## src/rtl/turing_seq_ctrl.sv

```systemverilog
`default_nettype none
// +----------------------------------------------------------------------------+
// | Module      : turing_seq_ctrl                                              |
// | Description : Single-tape, 4-state/2-symbol Turing machine job sequencer.  |
// |               Optional step limit enabled by TURING_STEP_LIMIT_EN.         |
// | Revision    : 1.0 - initial release                                        |
// +----------------------------------------------------------------------------+
module turing_seq_ctrl #(
    parameter int HEAD_W = 4,
    parameter int STEP_W = 8,
    localparam int TAPE_W = 2**HEAD_W
) (
    input  logic              clk,
    input  logic              rst,
    input  logic              start_valid,
    output logic              start_ready,
    input  logic [TAPE_W-1:0] start_tape,
    input  logic [HEAD_W-1:0] start_head,
    input  logic [STEP_W-1:0] start_max_steps,
    input  logic              tbl_we,
    input  logic [2:0]        tbl_addr,
    input  logic [5:0]        tbl_data,
    output logic              busy,
    output logic              res_valid,
    input  logic              res_ready,
    output logic [TAPE_W-1:0] res_tape,
    output logic [HEAD_W-1:0] res_head,
    output logic [1:0]        res_state,
    output logic [STEP_W-1:0] res_steps,
    output logic [1:0]        res_status
);

    localparam logic [1:0] c_ctrl_idle = 2'd0;
    localparam logic [1:0] c_ctrl_run  = 2'd1;
    localparam logic [1:0] c_ctrl_done = 2'd2;

    localparam logic [1:0] c_stat_halt = 2'b00;
    localparam logic [1:0] c_stat_off  = 2'b01;
    localparam logic [1:0] c_stat_tmo  = 2'b10;

    localparam logic [1:0] c_mv_right = 2'b01;
    localparam logic [1:0] c_mv_left  = 2'b10;

    localparam logic [HEAD_W-1:0] c_head_max  = '1;
    localparam logic [STEP_W-1:0] c_steps_max = '1;

    logic [1:0]        r_ctrl;
    logic [TAPE_W-1:0] r_tape;
    logic [HEAD_W-1:0] r_head;
    logic [1:0]        r_state;
    logic [STEP_W-1:0] r_steps;
    logic [1:0]        r_status;
    logic [5:0]        r_tbl [0:7];

    logic              w_sym;
    logic [5:0]        w_rule;
    logic              w_halt;
    logic [1:0]        w_move;
    logic              w_wr;
    logic [1:0]        w_nxt;
    logic [STEP_W-1:0] w_steps_nxt;
    logic [HEAD_W-1:0] w_head_nxt;
    logic              w_off;
    logic              w_timeout;

    assign w_sym  = r_tape[r_head];
    assign w_rule = r_tbl[{r_state, w_sym}];
    assign w_halt = w_rule[5];
    assign w_move = w_rule[4:3];
    assign w_wr   = w_rule[2];
    assign w_nxt  = w_rule[1:0];

    assign w_steps_nxt = (r_steps == c_steps_max) ? r_steps : r_steps + 1'b1;
    assign w_off = ((w_move == c_mv_right) && (r_head == c_head_max)) ||
                   ((w_move == c_mv_left)  && (r_head == '0));

    always_comb begin
        w_head_nxt = r_head;
        if (w_move == c_mv_right) begin
            w_head_nxt = r_head + 1'b1;
        end else if (w_move == c_mv_left) begin
            w_head_nxt = r_head - 1'b1;
        end
    end

`ifdef TURING_STEP_LIMIT_EN
    logic [STEP_W-1:0] r_max;

    // A zero limit means the job may run forever.
    assign w_timeout = (r_max != '0) && (w_steps_nxt == r_max);

    always_ff @(posedge clk) begin
        if (rst) begin
            r_max <= '0;
        end else if ((r_ctrl == c_ctrl_idle) && start_valid) begin
            r_max <= start_max_steps;
        end
    end
`else
    logic w_unused_max;

    assign w_timeout    = 1'b0;
    assign w_unused_max = ^start_max_steps;
`endif

    // Rule table; frozen while a job is running.
    always_ff @(posedge clk) begin
        if (rst) begin
            r_tbl[0] <= 6'b001000;
            r_tbl[1] <= 6'b001101;
            r_tbl[2] <= 6'b001110;
            r_tbl[3] <= 6'b001101;
            r_tbl[4] <= 6'b010011;
            r_tbl[5] <= 6'b001110;
            r_tbl[6] <= 6'b100000;
            r_tbl[7] <= 6'b000000;
        end else if (tbl_we && (r_ctrl != c_ctrl_run)) begin
            r_tbl[tbl_addr] <= tbl_data;
        end
    end

    always_ff @(posedge clk) begin
        if (rst) begin
            r_ctrl   <= c_ctrl_idle;
            r_tape   <= '0;
            r_head   <= '0;
            r_state  <= 2'b00;
            r_steps  <= '0;
            r_status <= c_stat_halt;
        end else begin
            case (r_ctrl)
                c_ctrl_idle: begin
                    if (start_valid) begin
                        r_tape   <= start_tape;
                        r_head   <= start_head;
                        r_state  <= 2'b00;
                        r_steps  <= '0;
                        r_status <= c_stat_halt;
                        r_ctrl   <= c_ctrl_run;
                    end
                end
                c_ctrl_run: begin
                    if (w_halt) begin
                        r_status <= c_stat_halt;
                        r_ctrl   <= c_ctrl_done;
                    end else begin
                        r_tape[r_head] <= w_wr;
                        r_state        <= w_nxt;
                        r_steps        <= w_steps_nxt;
                        // Off-tape outranks timeout; the head stays put.
                        if (w_off) begin
                            r_status <= c_stat_off;
                            r_ctrl   <= c_ctrl_done;
                        end else begin
                            r_head <= w_head_nxt;
                            if (w_timeout) begin
                                r_status <= c_stat_tmo;
                                r_ctrl   <= c_ctrl_done;
                            end
                        end
                    end
                end
                c_ctrl_done: begin
                    if (res_ready) begin
                        r_ctrl <= c_ctrl_idle;
                    end
                end
                default: r_ctrl <= c_ctrl_idle;
            endcase
        end
    end

    assign start_ready = (r_ctrl == c_ctrl_idle);
    assign busy        = (r_ctrl == c_ctrl_run);
    assign res_valid   = (r_ctrl == c_ctrl_done);
    assign res_tape    = r_tape;
    assign res_head    = r_head;
    assign res_state   = r_state;
    assign res_steps   = r_steps;
    assign res_status  = r_status;

endmodule
`default_nettype wire

```

## config.mk

```make
export PLATFORM = sky130hd
export DESIGN_NAME = turing_seq_ctrl
export DESIGN_NICKNAME = d
export VERILOG_FILES = /design/src/rtl/turing_seq_ctrl.sv
export SDC_FILE = /design/constraint.sdc
export NUM_CORES = 1
export LEC_CHECK = 0
export BUFFER_PORTS_ARGS = -buffer_cell sky130_fd_sc_hd__buf_2
export CORE_MARGIN = 3
export CORE_UTILIZATION = 46
export CTS_CLUSTER_DIAMETER = 50
export CTS_CLUSTER_SIZE = 24
export DETAILED_ROUTE_END_ITERATION = 16
export PLACE_DENSITY = 0.67
export SLEW_MARGIN = 25
export SYNTH_ARGS = -nofsm -noshare
export SYNTH_HDL_FRONTEND = slang
export SYNTH_SLANG_ARGS = --single-unit
export TNS_END_PERCENT = 30
```

## constraint.sdc

```tcl
create_clock -name clk -period 6.05 [get_ports clk]
set_input_delay 0.3025 -clock clk [delete_from_list [all_inputs] [get_ports clk]]
set_output_delay 0.3025 -clock clk [all_outputs]
set_load 0.02 [all_outputs]
```

==> results.sh, run 1 <==
export IMPL_synth_common_cells="48 x edfxtp_1, 35 x and2_1, 33 x dfxtp_1"
export IMPL_grt_pass1_wl_um=17300
export IMPL_finClkSkew_ns=0.00699
export IMPL_grt_max_degree=42
export IMPL_syn_inst=427
export IMPL_cts_sinks=81
export IMPL_synth_edf_count=48
export IMPL_status="finished clean"
export IMPL_drt_initial_drc_count=154
export IMPL_hpwl_um=7620
export IMPL_power_total_mw=1.49
export IMPL_cpMostUsedCell="a21oi_1"
export IMPL_p_leak_nw=1.89
export IMPL_pin_count=77
export IMPL_layout_nets=526
export IMPL_async_reset_ff_frac=0
export IMPL_avgSynthCellArea_sq_um=10.5
export IMPL_drt_met1_wl_um=4890
export IMPL_die_area_sq_mm=0.0110
export IMPL_cp_max_fo=16
export IMPL_critPathArrivalTime_ns=4.47
export IMPL_ir_drop_mv=0.115
export IMPL_syn2layout_area_growth_pct=12.4
export IMPL_gr_total_overflow=0
export IMPL_fin_hold_ws_ns=0.220
export IMPL_cts_hold_buf=0
export IMPL_ys_ff_latch=81
export IMPL_syn_num_nets=473
export IMPL_max_slew_worst_pin_slew_ns=0.886
export IMPL_cts_root_buffer_cell="clkbuf_8"
export IMPL_clk_latency_ns=0.35
export IMPL_dr_wl_met2_um=5190
export IMPL_endpoint_kind="flip-flop"
export IMPL_rows=35
export IMPL_first_pass_iters=4
export IMPL_clk_pin_slew_ns=0.08
export IMPL_crit_type="flip-flop to flip-flop"
export IMPL_fmax_mhz=239
export IMPL_yosys_warnings=0
export IMPL_synth_area_leader_cell="edfxtp_1"
export IMPL_grt_total_usage=0.194
export IMPL_diodes=0
export IMPL_critical_path_max_stage_delay_ns=0.74
export IMPL_synth_area_leaders="edfxtp_1 32%, dfxtp_1 15%, mux4_2 6.0%"
export IMPL_tns_ns=0
export IMPL_p_per_area_mw_per_mm2=295
export IMPL_cts_setup_buffers=0
export IMPL_fillers=844
export IMPL_drv_cap=0
export IMPL_htreeDepth=3
export IMPL_core_area_sq_mm=0.00937
export IMPL_initial_core_util=0.480
export IMPL_worstPathCellList="mux4_2 -> mux2i_4 -> mux2i_1 -> a221o_1 -> o22a_1 -> nand2b_1 -> ha_1 -> a21o_1 -> a21oi_1 -> xnor2_1 -> nand2_1 -> nor3_1 -> a21oi_1 -> a31oi_1"
export IMPL_finalSetupViolations=0
export IMPL_die_w_um=105
export IMPL_ant_nets=0
export IMPL_fin_crit_ns=4.19
export IMPL_start_kind="flip-flop"
export IMPL_grt_pass1_vias=3322
export IMPL_synth_ff_type="edfxtp_1"
export IMPL_gp_congestion=0.830
export IMPL_required_ns=6.33
export IMPL_hold_viol_final=0
export IMPL_wl_met3_um=537
export IMPL_vias=3481
export IMPL_drive_above_1_share=0.225
export IMPL_min_path_type="input port to flip-flop"
export IMPL_die_y_um=105
export IMPL_fin_crit_sh=0.692
export IMPL_top_layer_used="met4"
export IMPL_cts_tree="done"
export IMPL_port_buffers=67
export IMPL_avgRoutedWirePerCell_um=17.5
export IMPL_drt_total_wl_um=10700
export IMPL_drv_slew=0
export IMPL_cts_made_buffers=9
export IMPL_max_slew_margin_rel=0.392
export IMPL_placed_area_sq_mm=0.00489
export IMPL_crit_slowest_cell="dfxtp_1"
export IMPL_clockBufferDepth=2
export IMPL_ys_seq_area_frac=0.468
export IMPL_stdcell_area_sq_mm=0.00505
export IMPL_ys_types=55
export IMPL_cts_repair_resized=0
export IMPL_grt_antenna_before_repair=0
export IMPL_drc=0
export IMPL_yosysMostFrequentCell="edfxtp_1"
export IMPL_synth_top_area_share=0.321
export IMPL_rsz0062_at_grt="no"
export IMPL_drt_vias_per_instance=5.68
export IMPL_synthesis_area_sq_mm=0.00449
==> flip-flops by register name, indices dropped and copies added (netlist names) <==
name,count
res_head,4
res_status,1
res_tape,16
r_ctrl,2
res_steps,8
res_state,2
r_tbl,48
==> critical path, delay by kind of cell, from the launching register on <==
family,cells,cell delay [ns]
AOI/OAI and AO/OA,6,1.23
muxes,3,1.21
DFF,1,0.74
and+or+nand+nor,3,0.47
adders and majority gates,1,0.29
xor gates and xnor gates,1,0.16
==> cells in the final DEF, fill, tap and decap left out, types with 4 or more instances in the layout <==
cell / synthesis / layout
and2_1: 35 / 35
a221oi_1: 13 / 13
or3_1: 18 / 18
nand2b_1: 12 / 12
a21oi_1: 19 / 19
nand3_1: 7 / 7
o21ai_1: 4 / 4
mux2i_1: 16 / 16
buf_2: 4 / 67
nor3_1: 8 / 8
a221o_1: 4 / 4
and3b_1: 4 / 4
or2_2: 9 / 9
edfxtp_1: 48 / 48
clkbuf_8: 0 / 9
dfxtp_1: 33 / 33
a31oi_1: 16 / 16
nand4_1: 4 / 4
a211oi_1: 12 / 12
nor4_1: 4 / 4
inv_1: 19 / 19
nand2_1: 29 / 29
nor2b_1: 7 / 7
mux4_2: 12 / 12
nor3b_1: 8 / 8
nor2_1: 19 / 19
==> metrics by stage <==
step | instances | utilization | setup slack [ns]
4_1_cts | 613 | 0.539 | 1.83
3_5_place_dp | 598 | 0.522 | 1.86
3_3_place_gp | 598 | 0.522 | 1.90
6_report | 613 | 0.539 | 1.86
2_1_floorplan | 427 | - | 2.22
5_1_grt | 613 | 0.539 | 1.58
==> power by group <==
| group | leakage (nW) | switching [mW] | internal, mW | total [mW] |
|---|---|---|---|---|
| clock | 0.0798 | 0.200 | 0.146 | 0.346 |
| sequential | 0.710 | 0.0538 | 0.617 | 0.671 |
| combinational | 1.10 | 0.277 | 0.199 | 0.476 |
==> metal layers <==
metal | vias to the layer above | global-route usage
li1 | 1713 | -
met1 | 1652 | 0.259
met2 | 105 | 0.321
met3 | 11 | 0.0364
met4 | 0 | 0.0609
met5 | - | 0
==> worst paths after layout <==
| path | start | depth (start not counted) | slack [ns] | end |
|---|---|---|---|---|
| hold reg to reg | res_tape[5] | 2 | 0.47 | res_tape[5] |
| setup / recovery | res_head[1] | 14 | 1.86 | res_head[3] |
| setup reg to reg | res_head[1] | 14 | 1.86 | res_head[3] |
| hold / removal | res_ready | 4 | 0.22 | r_ctrl[1] |
==> layout make-up <==
type / count / area (sq um) / area share
tap: 129 / 161 / 0.0319
clock inverter: 5 / 33.8 / 0.00668
timing repair buffer: 68 / 343 / 0.0678
inverter: 19 / 71.3 / 0.0141
multi-input combinational: 301 / 2210 / 0.438
sequential: 81 / 2100 / 0.416
clock buffer: 10 / 128 / 0.0253
==> kinds of logic (layout without fill, tap and decap cells) <==
| group | count (synthesis) | in the layout | synth area share |
|---|---|---|---|
| muxes | 33 | 33 | 0.116 |
| other | 1 | 1 | 0.000834 |
| and+or+nand+nor | 173 | 173 | 0.219 |
| AOI/OAI and AO/OA | 87 | 87 | 0.138 |
| adders and majority gates | 4 | 4 | 0.0128 |
| DFF | 81 | 81 | 0.468 |
| buffers and inverters | 45 | 102 | 0.0395 |
| xor gates and xnor gates | 3 | 3 | 0.00585 |
Note: power is estimated with default switching activity, not from simulation.
==> run 2: changes to the inputs <==
--- a/config.mk
+++ b/config.mk
@@ -5,13 +5,14 @@
 export SDC_FILE = /design/constraint.sdc
 export NUM_CORES = 1
 export LEC_CHECK = 0
+export ABC_AREA = 1
 export BUFFER_PORTS_ARGS = -buffer_cell sky130_fd_sc_hd__buf_2
 export CORE_MARGIN = 3
 export CORE_UTILIZATION = 46
 export CTS_CLUSTER_DIAMETER = 50
 export CTS_CLUSTER_SIZE = 24
 export DETAILED_ROUTE_END_ITERATION = 16
-export PLACE_DENSITY = 0.67
+export PLACE_DENSITY = 0.7
 export SLEW_MARGIN = 25
 export SYNTH_ARGS = -nofsm -noshare
 export SYNTH_HDL_FRONTEND = slang
==> constraint.sdc (replaced) <==
create_clock -name clk -period 3.4 [get_ports clk]
set_input_delay 0.17 -clock clk [delete_from_list [all_inputs] [get_ports clk]]
set_output_delay 0.17 -clock clk [all_outputs]
set_load 0.02 [all_outputs]
==> run 2 against run 1 <==
Sequential cell count stayed put. Synthesized cell count rose by 41%. Sequential power increased by 91%. Power rose to 2.7 times the previous value. Register-to-register slack worse by 1.5 ns. Critical endpoint unchanged. Wire length grew 3.3%. Largest power group is now combinational logic. Global-route usage is 0.70 points higher. Final cell count grew 31%.
==> results.sh, run 2 <==
export IMPL_synth_ff_type="edfxtp_1"
export IMPL_min_from="rst"
export IMPL_cts_root_buffer_cell="clkbuf_8"
export IMPL_drt_total_wl_um=11100
export IMPL_fin_crit_sh=0.890
export IMPL_r2r_end="res_head[3]"
export IMPL_drt_vias_per_instance=5.10
export IMPL_min_path_type="input port to flip-flop"
export IMPL_largest_reg_flops=48
export IMPL_htreeDepth=3
export IMPL_drt_initial_drc_count=211
export IMPL_ys_types=40
export IMPL_cts_made_buffers=9
export IMPL_swShare=0.474
export IMPL_worst_r2r_setup_slack_ns=0.37
export IMPL_grtUsageMet3=0.0380
export IMPL_die_w_um=106
export IMPL_busiest_layer="met2"
export IMPL_clk_pin_slew_ns=0.09
export IMPL_diodes=0
export IMPL_initial_core_util=0.485
export IMPL_grt_pass1_wl_um=18200
export IMPL_start_kind="flip-flop"
export IMPL_grt_total_usage=0.201
export IMPL_crit_type="flip-flop to flip-flop"
export IMPL_drc=0
export IMPL_use_met1=0.249
export IMPL_gr_total_overflow=0
export IMPL_required_ns=3.70
export IMPL_layout_commonest_cell="nand2_1"
export IMPL_synth_area_leaders="edfxtp_1 31%, dfxtp_1 14%, nand2_1 13%"
export IMPL_clockBufferDepth=2
export IMPL_drv_cap=0
export IMPL_critical_path_max_stage_delay_ns=0.46
export IMPL_postLayoutCoreUtil=0.550
export IMPL_status="finished clean"
export IMPL_grt_max_degree=28
export IMPL_tns_ns=0
export IMPL_first_pass_iters=5
export IMPL_vias=4112
export IMPL_cp_max_fo=24
export IMPL_core_area_sq_mm=0.00946
export IMPL_intPower_mw=2.11
export IMPL_hpwl_um=8220
export IMPL_endpoint_kind="flip-flop"
export IMPL_worstPathCellList="inv_1 -> nor2_1 -> nand2_4 -> nand2_4 -> inv_2 -> nand2_4 -> nand2_1 -> nand3_1 -> nand3_1 -> nand2_2 -> nand2_2 -> ha_1 -> a21oi_1 -> nand2_1 -> xor2_1 -> inv_1 -> nand2_1 -> nand3_1 -> nand2_1 -> inv_1 -> nand2_1 -> nand2_1 -> nor2_1"
export IMPL_p_leak_nw=2.27
export IMPL_fin_hold_ws_ns=0.0563
export IMPL_ys_ff_latch=81
export IMPL_seqPwrFrac=0.319
export IMPL_grt_pass1_vias=3885
export IMPL_avgSynthCellArea_sq_um=7.60
export IMPL_synth_common_cells="165 x nand2_1, 94 x nor2_1, 65 x inv_1"
export IMPL_fmax_mhz=331
export IMPL_rows=35
export IMPL_cpMostUsedCell="nand2_1"
export IMPL_holdPathEnd="res_steps[7]"
export IMPL_layout_nets=718
export IMPL_largest_register="r_tbl"
export IMPL_final_cell_mix="165 x nand2_1, 94 x nor2_1, 67 x buf_2"
export IMPL_avgRoutedWirePerCell_um=13.8
export IMPL_critPathArrivalTime_ns=3.32
export IMPL_pwr_share_comb=0.517
export IMPL_cts_tree="done"
export IMPL_ys_seq_area_frac=0.458
export IMPL_finalSetupViolations=0
export IMPL_drive_above_1_share=0.199
export IMPL_met2_usage=0.353
export IMPL_cts_repair_resized=0
export IMPL_reg2reg_depth=23
export IMPL_hold_viol_final=0
export IMPL_port_buffers=67
export IMPL_drv_slew=0
export IMPL_syn_num_nets=650
export IMPL_p_per_area_mw_per_mm2=771
export IMPL_syn_inst=604
export IMPL_synthesis_area_sq_mm=0.00459
export IMPL_power_switching_mw=1.90
export IMPL_die_area_sq_mm=0.0112
export IMPL_startpoint="res_head[2]"
export IMPL_reg2reg_from="res_head[2]"
export IMPL_ant_nets=0
export IMPL_syn2layout_area_growth_pct=13.4
export IMPL_crit_slowest_cell="dfxtp_1"
export IMPL_yosysMostFrequentCell="nand2_1"
export IMPL_synth_top_area_share=0.314
export IMPL_die_y_um=106
export IMPL_whs_path_depth=2
export IMPL_finClkSkew_ns=0.0182
export IMPL_power_total_mw=4.01
export IMPL_cts_sinks=81
export IMPL_clk_latency_ns=0.37
export IMPL_clockPowerShare=0.164
export IMPL_synth_area_leader_cell="edfxtp_1"
export IMPL_fin_crit_ns=3.03
export IMPL_pin_count=77
export IMPL_async_reset_ff_frac=0
export IMPL_yosys_warnings=0
export IMPL_synth_edf_count=48
export IMPL_ir_drop_mv=0.303
export IMPL_grt_antenna_before_repair=0
export IMPL_gp_congestion=0.845
==> run 2: cell count changes after synthesis, sizes merged, moves of 13 or more <==
cell / before / now
a221oi: 13 / 0
a31oi: 16 / 2
nand2: 29 / 182
inv: 19 / 68
mux2i: 20 / 1
nand3: 7 / 29
o21ai: 6 / 65
and2: 35 / 0
or3: 18 / 0
nor2: 19 / 97
==> run 2: metal layers <==
layer,part of all wire,vias to the layer above,wire length [um]
li1,-,2084,-
met1,0.43,1881,4750
met2,0.50,131,5500
met3,0.060,16,667
met4,0.016,0,174
met5,0,-,0
==> run 2: worst max-delay path by stage <==
stage / endpoint / slack (ns) / cells after the start
4_1_cts: res_head[3] / 0.31 / 23
3_3_place_gp: res_head[3] / 0.41 / 22
3_5_place_dp: res_head[3] / 0.36 / 23
2_1_floorplan: res_head[3] / 0.48 / 25
5_1_grt: res_head[3] / -0.0009 / 26
6_report: res_head[3] / 0.37 / 23
==> run 2: cell type report <==
cell class,count,area (sq um)
Multi-Input combinational cell,432,2070
Sequential cell,81,2100
Clock buffer,10,128
Inverter,70,263
Fill cell,929,4250
Clock inverter,6,51.3
Timing Repair Buffer,78,430
Tap cell,129,161
==> run 2: repair_timing <==
item | in CTS | in global routing
hold buffers | 0 | 0
setup endpoints to repair | 0 | 1
setup buffers | 0 | 3
==> run 2: stage by stage <==
step | std cells | cell area (sq um) | worst slack (ns)
floorplan | 604 | 4590 | 0.477
global placement | 787 | 4990 | 0.407
detailed placement | 787 | 4990 | 0.359
CTS | 803 | 5170 | 0.315
global route | 806 | 5200 | -0.000884
finish | 806 | 5200 | 0.375
==> run 2: logic make-up (layout without fill, tap and decap cells) <==
logic type	count (synthesis)	in the layout	synth area share
flip-flops	81	81	0.458
multiplexers	1	1	0.00218
XOR/XNOR	3	3	0.00573
other	1	1	0.000817
AND/OR/NAND/NOR	319	319	0.296
AO/OA/AOI/OAI	104	104	0.134
buffers and inverters	91	164	0.0908
adder cells (fa/ha/maj)	4	4	0.0125
==> run 2: power by group through the flow <==
stage	logic (mW)	registers, mW	clock network [mW]
4_1_cts	2.00	1.28	0.662
3_3_place_gp	1.95	1.29	0
5_1_grt	2.32	1.30	0.705
2_1_floorplan	1.52	1.40	0
3_5_place_dp	2.00	1.30	0
6_report	2.08	1.28	0.660
==> run 2: critical path: cells and delay by family, from the launching register on <==
kind	cells	cell delay, ns
and+or+nand+nor	16	1.58
DFF	1	0.46
adders and majority gates	1	0.34
buffers and inverters	4	0.26
xor gates and xnor gates	1	0.17
AOI/OAI and AO/OA	1	0.15
